==> config.mk <==
export PLATFORM = sky130hd
export DESIGN_NAME = seg7_scan_decoder
export DESIGN_NICKNAME = d
export VERILOG_FILES = /design/src/rtl/seg7_scan_decoder_pkg.sv /design/src/rtl/seg7_scan_decoder_to_bcd.sv /design/src/rtl/seg7_scan_decoder.sv
export SDC_FILE = /design/constraint.sdc
export NUM_CORES = 1
export LEC_CHECK = 0
export ABC_AREA = 1
export CAP_MARGIN = 0
export CORE_MARGIN = 1
export CORE_UTILIZATION = 52
export DETAILED_ROUTE_END_ITERATION = 6
export GPL_ROUTABILITY_DRIVEN = 0
export PLACE_DENSITY_LB_ADDON = 0.05
export SLEW_MARGIN = 20
export SYNTH_ARGS = -nofsm -noshare
export SYNTH_HDL_FRONTEND = slang
export SYNTH_HIERARCHICAL = 1
export SYNTH_SLANG_ARGS = --single-unit
==> constraint.sdc <==
create_clock -name clk -period 1.7 [get_ports clk]
set_input_delay 0.51 -clock clk [delete_from_list [all_inputs] [get_ports clk]]
set_output_delay 0.51 -clock clk [all_outputs]
set_load 0.01 [all_outputs]
==> src/rtl/seg7_scan_decoder_pkg.sv <==
// Shared definitions for the multiplexed 7-segment scan path: strobe codes,
// segment decode table, scan FSM encoding and the synchronized bus payload.
// Used by both the display driver and the scan decoder.
package seg7_scan_decoder_pkg;

  localparam int unsigned AN_W    = 4;
  localparam int unsigned SEG_W   = 7;
  localparam int unsigned BCD_W   = 4;
  localparam int unsigned NUM_POS = 4;
  localparam int unsigned POS_W   = 2;

  // Active-low anode strobes, one per digit position
  localparam logic [AN_W-1:0] AN_A = 4'b0111;
  localparam logic [AN_W-1:0] AN_B = 4'b1011;
  localparam logic [AN_W-1:0] AN_C = 4'b1101;
  localparam logic [AN_W-1:0] AN_D = 4'b1110;

  // Active-low segments, bit 6 = a ... bit 0 = g
  localparam logic [SEG_W-1:0] SEG_BLANK = 7'b1111111;
  localparam logic [9:0][SEG_W-1:0] SEG_TABLE = {
    7'b0000100,  // 9
    7'b0000000,  // 8
    7'b0001111,  // 7
    7'b0100000,  // 6
    7'b0100100,  // 5
    7'b1001100,  // 4
    7'b0000110,  // 3
    7'b0010010,  // 2
    7'b1001111,  // 1
    7'b0000001   // 0
  };

  typedef enum logic [1:0] {
    ST_WAIT   = 2'd0,
    ST_SETTLE = 2'd1,
    ST_HELD   = 2'd2
  } scan_state_e;

  typedef struct packed {
    logic [AN_W-1:0]  an;
    logic [SEG_W-1:0] seg;
  } scan_pair_t;

  typedef struct packed {
    logic             ok;
    logic [POS_W-1:0] pos;
  } strobe_t;

  // Map an anode strobe to its digit position; ok=0 for none or several low
  function automatic strobe_t strobe_decode(input logic [AN_W-1:0] an);
    strobe_t s;
    s.ok  = 1'b1;
    s.pos = '0;
    case (an)
      AN_A:    s.pos = 2'd0;
      AN_B:    s.pos = 2'd1;
      AN_C:    s.pos = 2'd2;
      AN_D:    s.pos = 2'd3;
      default: s.ok  = 1'b0;
    endcase
    return s;
  endfunction

endpackage

==> src/rtl/seg7_scan_decoder_to_bcd.sv <==
// Combinational segment-pattern to BCD decode.
// Ports: i_seg (active-low segments), o_digit_c (BCD value), o_ok_c (pattern is a digit).
module seg7_to_bcd
  import seg7_scan_decoder_pkg::*;
(
  input  logic [SEG_W-1:0] i_seg,
  output logic [BCD_W-1:0] o_digit_c,
  output logic             o_ok_c
);

  always_comb begin
    o_digit_c = '0;
    o_ok_c    = 1'b0;
    for (int i = 0; i < 10; i++) begin
      if (i_seg == SEG_TABLE[i]) begin
        o_digit_c = BCD_W'(i);
        o_ok_c    = 1'b1;
      end
    end
  end

endmodule

==> src/rtl/seg7_scan_decoder.sv <==
// Recovers four BCD digits from a multiplexed 7-segment display bus.
// Ports: clk, rst_n (sync, active-low); an/display (scanned display inputs);
// A..D (last committed digits); valid (frame fresh within TIMEOUT);
// frame_done (commit pulse); err (last complete frame had a bad pattern).
module seg7_scan_decoder #(
  parameter int unsigned SETTLE  = 4,
  parameter int unsigned TIMEOUT = 65536
) (
  input  logic       clk,
  input  logic       rst_n,
  input  logic [3:0] an,
  input  logic [6:0] display,
  output logic [3:0] A,
  output logic [3:0] B,
  output logic [3:0] C,
  output logic [3:0] D,
  output logic       valid,
  output logic       frame_done,
  output logic       err
);
  import seg7_scan_decoder_pkg::*;

  localparam int unsigned CNT_W = 8;
  localparam int unsigned TO_W  = $clog2(TIMEOUT + 1);
  localparam logic [CNT_W-1:0] SETTLE_LAST = CNT_W'(SETTLE - 1);
  localparam logic [TO_W-1:0]  TO_LAST     = TO_W'(TIMEOUT - 1);
  // Counter parks one past the expiry point so the expiry acts exactly once
  localparam logic [TO_W-1:0]  TO_PARK     = TO_W'(TIMEOUT);

  scan_pair_t                    r_sync1, r_sync2, r_prev;
  scan_state_e                   r_state, w_state_nxt;
  logic [CNT_W-1:0]              r_settle_cnt, w_settle_cnt_nxt;
  logic [TO_W-1:0]               r_to_cnt;
  logic [NUM_POS-1:0]            r_seen, r_bad, w_seen_nxt, w_bad_nxt;
  logic [NUM_POS-1:0][BCD_W-1:0] r_shadow;

  logic       w_change, w_sample, w_dec_ok, w_commit, w_discard, w_timeout;
  logic [BCD_W-1:0] w_digit;
  strobe_t    w_strobe;

  assign w_change  = (r_sync2 != r_prev);
  assign w_strobe  = strobe_decode(r_sync2.an);
  assign w_commit  = (&r_seen) && !(|r_bad);
  assign w_discard = (&(r_seen | r_bad)) && (|r_bad);
  assign w_timeout = (r_to_cnt == TO_LAST);

  seg7_to_bcd u_to_bcd (
    .i_seg     (r_sync2.seg),
    .o_digit_c (w_digit),
    .o_ok_c    (w_dec_ok)
  );

  // Scan FSM next-state: any change restarts settling, illegal strobe parks in WAIT
  always_comb begin
    w_state_nxt      = r_state;
    w_settle_cnt_nxt = r_settle_cnt;
    w_sample         = 1'b0;
    if (w_change) begin
      w_state_nxt      = ST_SETTLE;
      w_settle_cnt_nxt = '0;
    end else begin
      case (r_state)
        ST_SETTLE: begin
          if (!w_strobe.ok) begin
            w_state_nxt = ST_WAIT;
          end else if (r_settle_cnt == SETTLE_LAST) begin
            w_sample    = 1'b1;
            w_state_nxt = ST_HELD;
          end else begin
            w_settle_cnt_nxt = r_settle_cnt + CNT_W'(1);
          end
        end
        default: ;
      endcase
    end
  end

  // Frame bookkeeping: clear on commit/discard/expiry, then record a new sample
  always_comb begin
    w_seen_nxt = r_seen;
    w_bad_nxt  = r_bad;
    if (w_commit || w_discard || w_timeout) begin
      w_seen_nxt = '0;
      w_bad_nxt  = '0;
    end
    if (w_sample) begin
      if (w_dec_ok) w_seen_nxt[w_strobe.pos] = 1'b1;
      else          w_bad_nxt[w_strobe.pos]  = 1'b1;
    end
  end

  always_ff @(posedge clk) begin
    if (!rst_n) begin
      r_sync1      <= '{an: '1, seg: SEG_BLANK};
      r_sync2      <= '{an: '1, seg: SEG_BLANK};
      r_prev       <= '{an: '1, seg: SEG_BLANK};
      r_state      <= ST_WAIT;
      r_settle_cnt <= '0;
      r_to_cnt     <= '0;
      r_seen       <= '0;
      r_bad        <= '0;
      r_shadow     <= '0;
      A            <= '0;
      B            <= '0;
      C            <= '0;
      D            <= '0;
      valid        <= 1'b0;
      frame_done   <= 1'b0;
      err          <= 1'b0;
    end else begin
      r_sync1      <= '{an: an, seg: display};
      r_sync2      <= r_sync1;
      r_prev       <= r_sync2;
      r_state      <= w_state_nxt;
      r_settle_cnt <= w_settle_cnt_nxt;
      r_seen       <= w_seen_nxt;
      r_bad        <= w_bad_nxt;
      frame_done   <= w_commit;
      if (w_sample && w_dec_ok) r_shadow[w_strobe.pos] <= w_digit;
      if (w_commit) begin
        A        <= r_shadow[0];
        B        <= r_shadow[1];
        C        <= r_shadow[2];
        D        <= r_shadow[3];
        valid    <= 1'b1;
        err      <= 1'b0;
        r_to_cnt <= '0;
      end else begin
        if (w_discard) err <= 1'b1;
        if (w_timeout) valid <= 1'b0;
        if (r_to_cnt != TO_PARK) r_to_cnt <= r_to_cnt + TO_W'(1);
      end
    end
  end

endmodule

### Word level (Yosys, flattened, before mapping)

Cells that the tools add are included.

* input port bits: 13
* output and inout bits: 19
* register bits: 103
* word-level logic and storage cells: 113

* mux-type cells: 42
* bitwise gates (word level): 5
* reductions and logical operators: 19
* equality and inequality tests: 20
* add/subtract/negate cells: 2
* magnitude comparators: 2

Operators with widths (number)
* 4-bit 2-to-1 mux: 9
* 1-bit 2-to-1 mux: 21
* 17-bit by 1-bit adder with 17-bit output, second input constant: 1
* 17-bit by 16-bit equality test with 1-bit output, second input constant: 1
* 17-bit != test, second input constant: 1
* 16-bit bitwise mux: 1
* 7-bit by 3-bit equality test with 1-bit output, second input constant: 2
* 7-bit by 6-bit equality test with 1-bit output, second input constant: 2
* 7-bit equality test, second input constant: 2
* 4-bit equality test, second input constant: 3
* 3-bit 2-to-1 mux: 4
* 4-bit bitwise OR: 3
* 11-bit != test: 1
* 8-bit by 1-bit adder with 8-bit output, second input constant: 1
* 4-bit demux with 2-bit select: 1
* 8-bit by 2-bit equality test with 1-bit output, second input constant: 1
* 2-bit 2-to-1 mux: 4
* 4-bit AND reduction: 2
* 4-bit OR reduction: 2
* 7-bit by 1-bit equality test with 1-bit output, second input constant: 1
* 7-bit by 4-bit equality test with 1-bit output, second input constant: 1
* 7-bit by 5-bit equality test with 1-bit output, second input constant: 1
* 7-bit logical NOT: 1
* 2-bit case mux with 3 select lines: 1
* other kinds (15): 23

### Depth between registers and ports, before layout

* depth in word-level cells: 13
* gate-level depth with buffers: 12
* depth with buffers taken out: 11

### Cells and area by module

The synthesis kept the hierarchy.

By module, submodules not included
* seg7_scan_decoder: cells each 524, times used 1, area each 4145.2 µm², seq. area each 2062.0 µm²
* seg7_to_bcd: cells each 51, times used 1, area each 212.7 µm², seq. area each 0.0 µm²

### Least setup slack after synthesis

No wires, ideal clock.

* kind: register -> register
* start: reg r_to_cnt[0]
* end: reg r_bad[0]
* setup slack: 0.022 ns
* clock period less this slack: 1.678 ns
* path buffers: 0
* cell stages (with the launch flop): 10
* arrival time: 1.546 ns
* data required time: 1.568 ns
* library setup time: 0.132 ns
* path through: dfxtp_1 ha_1 nand2_1 nor3_2 inv_1 nor3_1 ha_1 clkinv_1 nand3_1 a21oi_1

* word-level cells in the longest chain between the ends: 6

RTL lines
* start: declaration: RTL line seg7_scan_decoder.sv:33 `logic [TO_W-1:0] r_to_cnt;`
* start signal: assignment: RTL line seg7_scan_decoder.sv:131 `if (r_to_cnt != TO_PARK) r_to_cnt <= r_to_cnt + TO_W'(1);`
* 17-bit by 16-bit equality test with 1-bit output *: RTL line seg7_scan_decoder.sv:45 `assign w_timeout = (r_to_cnt == TO_LAST);`
* 1-bit logical OR *: RTL line seg7_scan_decoder.sv:82 `if (w_commit || w_discard || w_timeout) begin`
* 4-bit 2-to-1 mux *: RTL line seg7_scan_decoder.sv:82
* 4-bit bitwise OR (no line)
* 4-bit 2-to-1 mux: RTL line seg7_scan_decoder.sv:87 `if (w_dec_ok) w_seen_nxt[w_strobe.pos] = 1'b1;`
* 4-bit 2-to-1 mux *: RTL line seg7_scan_decoder.sv:86 `if (w_sample) begin`
* end signal: assignment: RTL line seg7_scan_decoder.sv:117 `r_bad <= w_bad_nxt;`
* end: declaration: RTL line seg7_scan_decoder.sv:34 `logic [NUM_POS-1:0] r_seen, r_bad, w_seen_nxt, w_bad_nxt;`

Mark *: on every way between the ends. The rest lies on a longest branch, timed or not.
A chain may end at the register's enable or synchronous reset.

### Worst setup path after layout

* start: reg r_settle_cnt[1]
* end: reg r_shadow[13] (netlist bit)

* word-level cells in the longest chain between the ends: 6

RTL lines
* start: declaration: RTL line seg7_scan_decoder.sv:32 `logic [CNT_W-1:0] r_settle_cnt, w_settle_cnt_nxt;`
* start signal: assignment: RTL line seg7_scan_decoder.sv:115 `r_settle_cnt <= w_settle_cnt_nxt;`
* 8-bit by 2-bit equality test with 1-bit output: RTL line seg7_scan_decoder.sv:66 `end else if (r_settle_cnt == SETTLE_LAST) begin`
* 1-bit 2-to-1 mux: RTL line seg7_scan_decoder.sv:66
* 1-bit 2-to-1 mux: RTL line seg7_scan_decoder.sv:64 `if (!w_strobe.ok) begin`
* 1-bit 2-to-1 mux: RTL line seg7_scan_decoder.sv:62 `case (r_state)`
* 1-bit 2-to-1 mux: RTL line seg7_scan_decoder.sv:58 `if (w_change) begin`
* 1-bit logical AND: RTL line seg7_scan_decoder.sv:119 `if (w_sample && w_dec_ok) r_shadow[w_strobe.pos] <= w_digit;`
* end signal: indexed assignment: RTL line seg7_scan_decoder.sv:119
* end: declaration: RTL line seg7_scan_decoder.sv:35 `logic [NUM_POS-1:0][BCD_W-1:0] r_shadow;`

No other way between the ends.

==> impl_results.md <==
* Mapped Cells at 575
* WL final at 8553 um
* Mapped Nets at 592
* Crit-path cells: ha_4, inv_4, nor3_4, nand3_4, nor2_8, nand4_4, nor2_1, nor2_1
* Routed len/inst at 11.50 um
* Vias in the first global route at 3322
* Grt total ovfl at 0
* Main flop type after synthesis: dfxtp_1
* Clock buffer count from CTS at 9
* Input/output buffers at 31
* Yosys cell types at 36
* RSZ-0062 raised after global routing: yes
* Core area at 0.008175 sq mm
* Worst path most repeated cell: nor2_1
* Row Count at 33
* Initial core utilization at 53.31%
* Final hold violation count at 0
* Root Buffer: clkbuf_8
* Worst-path clk slew at 0.10 ns
* Most frequent cells in the layout: nand2_1 (134), dfxtp_1 (92), inv_1 (72)
* Post-detail-place hpwl at 5608 um
* Die ar. at 0.008751 sq mm
* H-tree depth at 3
* Initial antenna violation count at 0
* Cell area power density at 813.3 mW/mm^2
* Status: finished clean
* Hold_sp: r_sync1[4]
* Fmax at 588.8 MHz
* # fillers at 731
* Crit path largest cell delay at 0.36 ns
* Final Cycle Share at roughly 100%
* Critical Path Start Type: register
* First-pass GRT wire length at 14030 um
* Antenna cell count at 0
* Dpl cells at 719
* Crit-path max FO at 6
* Skew final at 0.01514 ns
* Async set-reset flop share out of synthesis at 0%
* Register bit count reported by yosys at about 100
* Sequential area share after synthesis at 47.32%
* Post-Route Setup TNS at 0 ns
* CP Data Arrival Time at about 2.0 ns
* Max rail drop VDD at 579.6 uV
* # IOs at 32
* FF-to-FF Start: r_settle_cnt[1]
* Synthesized area at approximately 0.0044 sq mm
* Hold depth at 1
* Max Slew Vio Count at 0
* Worst endpoint required time at between 1.5 and 2 ns
* MaxCap Viol Count at 0
* Share of cells above drive strength 1 at 20.66%
* Synth area leaders: dfxtp_1 (47%), nand2_1 (12%), nor2_1 (6.6%)
* Fin cells at 744
* Crit-path slowest cell: dfxtp_2
* Vias/cell at 4.874
* Number of synthesized flops with an enable pin at 0
* Hold endpoint: r_sync2[4]
* Die H at 93.55 um
* R2r worst-path depth at 8
* CTS tree: yes
* Pin count of the biggest net entering global routing at 27
* Top-area cell type share of the netlist area at 47.32%
* CTS Buffer Depth at 2
* Crit end category: register
* Final ANT Viol Nets at 0
* Vias at 3626
* Cell taking the most area after synthesis: dfxtp_1
* Commonest non-fill, non-tap cell in the layout: nand2_1
* Lkg Pwr at 2.578 nW
* CTS Sinks at 103
* First drt pass iteration count at 4
* Worst-Skew Late Latency at 0.36 ns
* Synth-to-Final Area Change at 22.22%
* Die span in x at 93.55 um
* R2r endpoint: r_shadow[13]
* Final min period at around 1.7 ns
* Worst Tran Pin Value at just under 0.7 ns
* YS warnings at 6
* Syn_area_per_cell at 7.579 sq um
* Final net count at 652
* Total GRT Usage at between 20% and 30%
* # DRC at 0
* Worst min path class: register to register
* # hold bufs at CTS at 0
* Setup Viol. Count Final at 0
* Hold_ws at 0.4102 ns
* Worst rel slew slack at 54.58%
* Kind of critical path: register to register
* Initial drt markers at 124
* R2r setup slk at 0.001 ns
-- area by class of cell --
type                       count  area [sq um]  area share [%]
timing repair buffer          54         509.2           9.561
clock buffer                  11         141.4           2.654
sequential                   103          2078           39.02
inverter                      81         309.0           5.802
tap                          105         131.4           2.467
multi-input combinational    386          2102           39.46
clock inverter                 4         55.05           1.034
-- worst max-delay path: cells and delay by family, from the launching register on --
family                     cells  cell delay (ns)
DFF                            1             0.36
and+or+nand+nor                6             1.03
adders and majority gates      1             0.15
buffers and inverters          1             0.04
-- what timing repair did --
item                                    CTS  global route
pin swaps                                 1            16
gates cloned                              0             5
endpoints found under the setup margin   29            34
gates resized for setup                  21            41
endpoints found under the hold margin     0             0
buffers inserted                          0             5
-- where the power goes --
part           internal (W)  switching [W]
Clock              0.000723       0.000820
Sequential          0.00245      0.0000263
Combinational      0.000138       0.000173
-- metrics by stage --
step	instance area [sq um]	utilization (%)	setup WS (ns)	power, W
after floorplan	4358	-	0.02150	0.002716
after global placement	4905	59.99	-0.02434	0.002796
after detailed placement	4905	59.99	-0.06157	0.002804
after CTS	5080	62.14	0.02180	0.004341
after global routing	5326	65.15	-0.09418	0.004531
final	5326	65.15	0.001491	0.004332
-- routing by layer --
layer | part of all wire (%) | wire (um) | track usage (%) | vias to the layer above
li1 | - | - | - | 1915
met1 | 45 | 3860 | 24.43 | 1617
met3 | 4.7 | 399 | 5.447 | 8
met2 | 49 | 4224 | 35.54 | 86
met5 | 0 | 0 | 0 | -
met4 | 0.80 | 68 | 5.256 | 0
-- flip-flops by register name (all words and copies together), names as in the netlist, 8 cells and up --
register and count:
r_to_cnt 17, r_shadow 16, r_prev 11, r_sync1 11, r_sync2 11, r_settle_cnt 8
-- logic make-up (layout without fill, tap and decap cells) --
logic type | count (synthesis) | count (layout) | synth area share, %
and+or+nand+nor | 307 | 312 | 33.94
DFF | 103 | 103 | 47.32
buffers and inverters | 91 | 150 | 8.527
AOI/OAI and AO/OA | 62 | 62 | 7.465
xor gates and xnor gates | 8 | 8 | 1.608
adders and majority gates | 4 | 4 | 1.148
-- worst max path at each step --
stage	from	endpoint	cells after the start
after floorplan	r_to_cnt[0]	r_bad[0]	9
after global placement	rst_n	D[1]	4
after detailed placement	rst_n	A[3]	4
after CTS	r_settle_cnt[0]	r_shadow[7]	8
after global routing	r_settle_cnt[1]	r_shadow[3]	9
final	r_settle_cnt[1]	r_shadow[13]	8
-- cells in the mapped netlist (2+ instances only) --
cell	n
nand2_1	139
dfxtp_1	103
nor2_1	77
inv_1	74
a21oi_1	28
or2_2	26
o21ai_0	21
nand3_1	18
nand4_1	11
nand2_2	8
o21ai_1	8
xor2_1	8
inv_2	6
nor3_1	6
clkbuf_1	5
ha_1	4
nand4_4	4
nor2_2	3
nor2_4	3
nor3_2	3
and2_1	2
buf_6	2
nand2_4	2
nor2_8	2
Power figures use the tool's default switching activity.
==> RTL edit 1 (same flow settings) <==
Add an input register stage for `display`, without a reset; this delays it by one clock. The other inputs are not delayed to match.
--- a/src/rtl/seg7_scan_decoder.sv
+++ b/src/rtl/seg7_scan_decoder.sv
@@ -26,6 +26,12 @@
   localparam logic [TO_W-1:0]  TO_LAST     = TO_W'(TIMEOUT - 1);
   // Counter parks one past the expiry point so the expiry acts exactly once
   localparam logic [TO_W-1:0]  TO_PARK     = TO_W'(TIMEOUT);
+
+  logic [6:0] display_q;
+
+  always_ff @(posedge clk) begin
+    display_q <= display;
+  end
 
   scan_pair_t                    r_sync1, r_sync2, r_prev;
   scan_state_e                   r_state, w_state_nxt;
@@ -108,7 +114,7 @@
       frame_done   <= 1'b0;
       err          <= 1'b0;
     end else begin
-      r_sync1      <= '{an: an, seg: display};
+      r_sync1      <= '{an: an, seg: display_q};
       r_sync2      <= r_sync1;
       r_prev       <= r_sync2;
       r_state      <= w_state_nxt;
Formal check against the unedited RTL: same outputs for any inputs over 10 cycles, from zero or initial values and one cycle with rst_n low; that may be too few to reach the edited logic, so the function may still have changed.
==> RTL edit 1 against the original RTL <==
First-iteration DRC count increased by 1.6%; worst hold slack improved by 5.5 ps; critical path depth is 2 higher; combinational power rose by 4%; area after synthesis grew 1.7%; power rose by 10%; wire length rose by 5.0%; final area up 7.4%; sequential cell count increased by 7; worst setup slack gained 33 ps; die area increased by 1.6%; via count grew 3.6%; largest power group unchanged.
==> RTL edit 1: results (changes against the original RTL) <==
* Dpl cells at 727 (+1.1%)
* Hold Path Origin: display_q[0]$_DFF_P_
* Max FO, Critical Path at 5 (-1)
* Post-Syn Nets at 591 (-0.17%)
* Initial antenna violation count at 0 (unchanged)
* Dpl cell area at 5080 sq um (+3.6%)
* Vias in the first global route at 3255 (-2.0%)
* Largest registers: r_to_cnt: 17 flops, r_shadow: 16 flops
* Overall routing resource usage at 0.195 (-0.00775)
* Tap Cells at 105 (unchanged)
* Synthesis-stage register bit count at 110 (+6.8%)
* Clock transition at the registers of the reported paths at approximately 110 ps
* Post-synth cell types at 34 (-5.6%)
* Clock Power Share at 0.378 (+0.022)
* Pleak at 2.75 nW (+6.6%)
* Power Total at 4.78 mW (+10%)
* Clk_lat worst skew at 370 ps
* Yosys Warn Count at 6 (unchanged)
* Via count at 3757 (+3.6%)
* First-pass GRT wire length at 13.7 mm (-2.7%)
* Vias per cell at 4.93 (+1.2%)
* Synthesized instance count at 574 (-0.17%)
* Total combinational power at 323 uW (+4%)
* Share of layout cells above drive strength 1 at 0.254 (+0.0476)
* Peak supply drop at 0.581 mV (+0.30%)
* Nets@finish at 669 (+2.6%)
* Final-layout clock buffer total at 10 (-1)
* Multi-input logic area at 2110 sq um (+0.42%)
* Nonclk buf count at 72 (+33%)
* DP Wirelength at 5.70 mm (+1.6%)
* Reg2Reg Launch Point: r_settle_cnt[1]$_SDFFE_PP0P_
* CTS buffer count at 9 (unchanged)
* GR Util met1 at 0.227 (-0.0174)
* Fillers at 677 (-7.4%)
* Buffering overhead at 0.123 (+0.0271)
* Final wirelength at 8.98 mm (+5.0%)
* Seq/Total Area, Yosys at 0.497 (+0.0239)
* Met2 Track Usage GR at 0.350 (-0.00515)
* Synth cell count leaders: nand2_1, dfxtp_1, nor2_1
* Logic inverters at 79 (-2.5%)
* PD cells at 836 nW/um^2 (+2.8%)
* Drt initial violations at 126 (+1.6%)
* Hold Crit Class: flop to flop
* Switching pwr at 1.11 mW (+9.0%)
* Worst r2r path cells at 10 (+2)
* GR Util met3 at 0.0518 (-0.00269)
* Largest net degree at the start of global routing at 23 (-15%)
* Status: completed
* Multi-input gate count at 380 (-1.6%)
* Setup WS pre-CTS at -107 ps (-45.0 ps)
* Synth area leaders: dfxtp_1, nand2_1, nor2_1
* Fraction of area in registers at 0.390 (-0.000416)
* Max-slew headroom at 0.377 (-0.169)
* Clock skew at 14.4 ps (-0.739 ps)
* Clock buf/inv share at 0.0416 (+0.00468)
* Post-CTS Resized at 20 (-4.8%)
## RTL edit 1: cells by family after synthesis
kind of cell,share of synthesized area
compound gates,0.0734
xor+xnor,0.0158
fa+ha+maj,0.0113
buf+inv,0.0762
flops,0.497
simple gates,0.326
## RTL edit 1: routing by layer
metal	routed length (um)	vias to the layer above
met5	0	-
met2	4600	77
met4	95	0
met3	344	10
li1	-	1961
met1	3940	1709
## RTL edit 1: final timing paths
path              slack [ps]                    end
setup / recovery          30    r_bad[0]$_SDFF_PN0_
hold / removal           420  r_sync1[0]$_SDFF_PN1_
setup reg to reg          30    r_bad[0]$_SDFF_PN0_
hold reg to reg          420  r_sync1[0]$_SDFF_PN1_
## RTL edit 1: critical path, stage by stage, from the launching register on
cell and delay (ps):
dfxtp_2 360, ha_4 160, inv_4 40, nor3_4 170
nand3_2 140, nor2_8 180, buf_8 150, nand2_4 60
nor2_4 110, nand2_1 90, a21oi_2 150
==> RTL edit 2 (config.mk and constraints unchanged) <==
Made on the original files. The 3 states of `scan_state_e` get a one-hot encoding in 3 bits.
--- a/src/rtl/seg7_scan_decoder_pkg.sv
+++ b/src/rtl/seg7_scan_decoder_pkg.sv
@@ -30,10 +30,10 @@
     7'b0000001   // 0
   };
 
-  typedef enum logic [1:0] {
-    ST_WAIT   = 2'd0,
-    ST_SETTLE = 2'd1,
-    ST_HELD   = 2'd2
+  typedef enum logic [2:0] {
+    ST_WAIT   = 3'b001,
+    ST_SETTLE = 3'b010,
+    ST_HELD   = 3'b100
   } scan_state_e;
 
   typedef struct packed {
Function: same outputs for any inputs over 10 cycles, from zero or initial values and one cycle with rst_n low; not proved beyond that.
==> RTL edit 2 against the original RTL <==
Clock skew shrank 1.9 ps; wire length grew 2.0%; worst setup slack gained 46 ps; sequential cell count grew 1; final area grew 1.4%; power shrank 1.7%; area after synthesis shrank 0.11%; maximum frequency grew 2.8%; critical path type unchanged; largest cell class unchanged.
==> RTL edit 2: results (changes against the original RTL) <==
* Post-Syn Nets at 595 (+0.51%)
* GR Util met1 at 0.248 (+0.00420)
* Yosys Warn Count at 6 (unchanged)
* Status: completed
* FFs w/ async S/R, synth at 0 (unchanged)
* Clk_lat worst skew at about 370 ps
* Clock skew at 13.3 ps (-1.86 ps)
* Number of H-tree levels at 3 (unchanged)
* Critical path arrival at 1910 ps (-50 ps)
* Hold path cells at 1 (unchanged)
* Synth cell count leaders: nand2_1, dfxtp_1, inv_1
* Post-synthesis mux area share at 0 (unchanged)
* First-pass DRT Iterations at 4 (unchanged)
* # diodes at 0 (unchanged)
* Adder-cell share of the synthesized area at 0.0115 (+0.0000132)
* Via count at 3689 (+1.7%)
* Seq/Total Area, Yosys at 0.478 (+0.00514)
* Vias in the first global route at 3205 (-3.5%)
* CTS buffer count at 9 (unchanged)
* Initial antenna violation count at 0 (unchanged)
* Final std cells w/o fill at 747 (+0.40%)
* Setup WS pre-CTS at -86.9 ps (-25.3 ps)
* Hold Crit Class: flop to flop
* Share of layout cells above drive strength 1 at 0.241 (+0.0349)
* Pleak at 2.61 nW (+1.2%)
* Met2 Track Usage GR at 0.330 (-0.0251)
* Peak supply drop at 0.592 mV (+2.1%)
* Synth area leaders: dfxtp_1, nand2_1, inv_1
* Overall routing resource usage at 0.198 (-0.00423)
* Dpl cell area at 4880 sq um (-0.41%)
* GR Util met3 at 0.0431 (-0.0114)
* Critical path's largest stage delay at 410 ps (+50 ps)
* Largest net degree at the start of global routing at 26 (-3.7%)
* Worst r2r path cells at 7 (-1)
* Worst Tran Pin Value at 793 ps (+111 ps)
* M1 WL at 4.04 mm (+4.7%)
* Top layer used by detailed routing: met4
* Hold Path Origin: r_sync1[5]$_SDFF_PN1_
* Wirelength per Cell at 11.7 um (+1.6%)
* Xor and xnor fraction of the mapped netlist area at 0.0121 (-0.00401)
* DP Wirelength at 5.71 mm (+1.8%)
* CP max-delay cell: dfxtp_1
* Met2 routed WL at 4.19 mm (-0.83%)
* Fillers at 721 (-1.4%)
* P&R area growth vs syn at 24.1%
* Met3 routed WL at 322 um (-19%)
* Nets@finish at 654 (+0.31%)
* Post-synth cell types at 35 (-2.8%)
* Clock transition at the registers of the reported paths at 100 ps (about the same)
* Post-synthesis compound-gate area fraction at 0.0776 (+0.00296)
* Drt initial violations at 112 (-9.7%)
* CP top delay family: adder cells
* IO Port Bufs at 31 (unchanged)
* Worst setup path start: r_to_cnt[0]$_SDFFE_PP0P_
* CTS Buffer Depth at 2 (unchanged)
* Synthesized instance count at 578 (+0.52%)
* First-pass GRT wire length at 13.8 mm (-1.5%)
* Max FO, Critical Path at 5 (-1)
-- RTL edit 2: cell types whose count changed after synthesis, moves of 4 or more --
cell | before | now
nor2_1 | 77 | 71
o21ai_0 | 21 | 28
nand2_1 | 139 | 151
o21ai_1 | 8 | 2
nor2_2 | 3 | 7
nand2_2 | 8 | 4
-- RTL edit 2: where the power goes --
| part | total [mW] | switching, mW | internal (mW) |
|---|---|---|---|
| Combinational | 0.293 | 0.170 | 0.124 |
| Clock | 1.47 | 0.843 | 0.624 |
| Sequential | 2.50 | 0.0268 | 2.47 |
| Total | 4.26 | 1.04 | 3.22 |
-- RTL edit 2: final timing paths --
path	to	slack, ps
worst max-delay path	r_bad[3]$_SDFF_PN0_	50
worst min-delay path	r_sync2[5]$_SDFF_PN1_	410
worst max register to register	r_bad[3]$_SDFF_PN0_	50
worst min register to register	r_sync2[5]$_SDFF_PN1_	410
-- RTL edit 2: cell type report --
class                      count  share of cell area
clock buffer                  11              0.0280
clock inverter                 5             0.00718
inverter                      79              0.0556
multi-input combinational    390               0.396
sequential                   104               0.392
tap                          105              0.0243
timing repair buffer          52              0.0948
timing repair inverter         1             0.00139
-- RTL edit 2: worst reg2reg max path: stages (launching register included) --
cell        delay [ps]
dfxtp_1            410
ha_2               230
nand2_1             90
nor3_2             200
ha_2               260
clkinvlp_4         170
nand3_1            120
a21oi_1             80
-- RTL edit 2: cell families after synthesis --
group                    after synthesis
AO/OA/AOI/OAI                         65
XOR/XNOR                               6
buffers and inverters                 89
AND/OR/NAND/NOR                      310
adder cells (fa/ha/maj)                4
flip-flops                           104
-- RTL edit 2: repair_timing --
item,CTS,global route
setup endpoints to repair,34,27
pin swaps,0,27
setup buffers,0,5
hold endpoints to repair,0,0
resized for setup,22,69
cloned,0,7
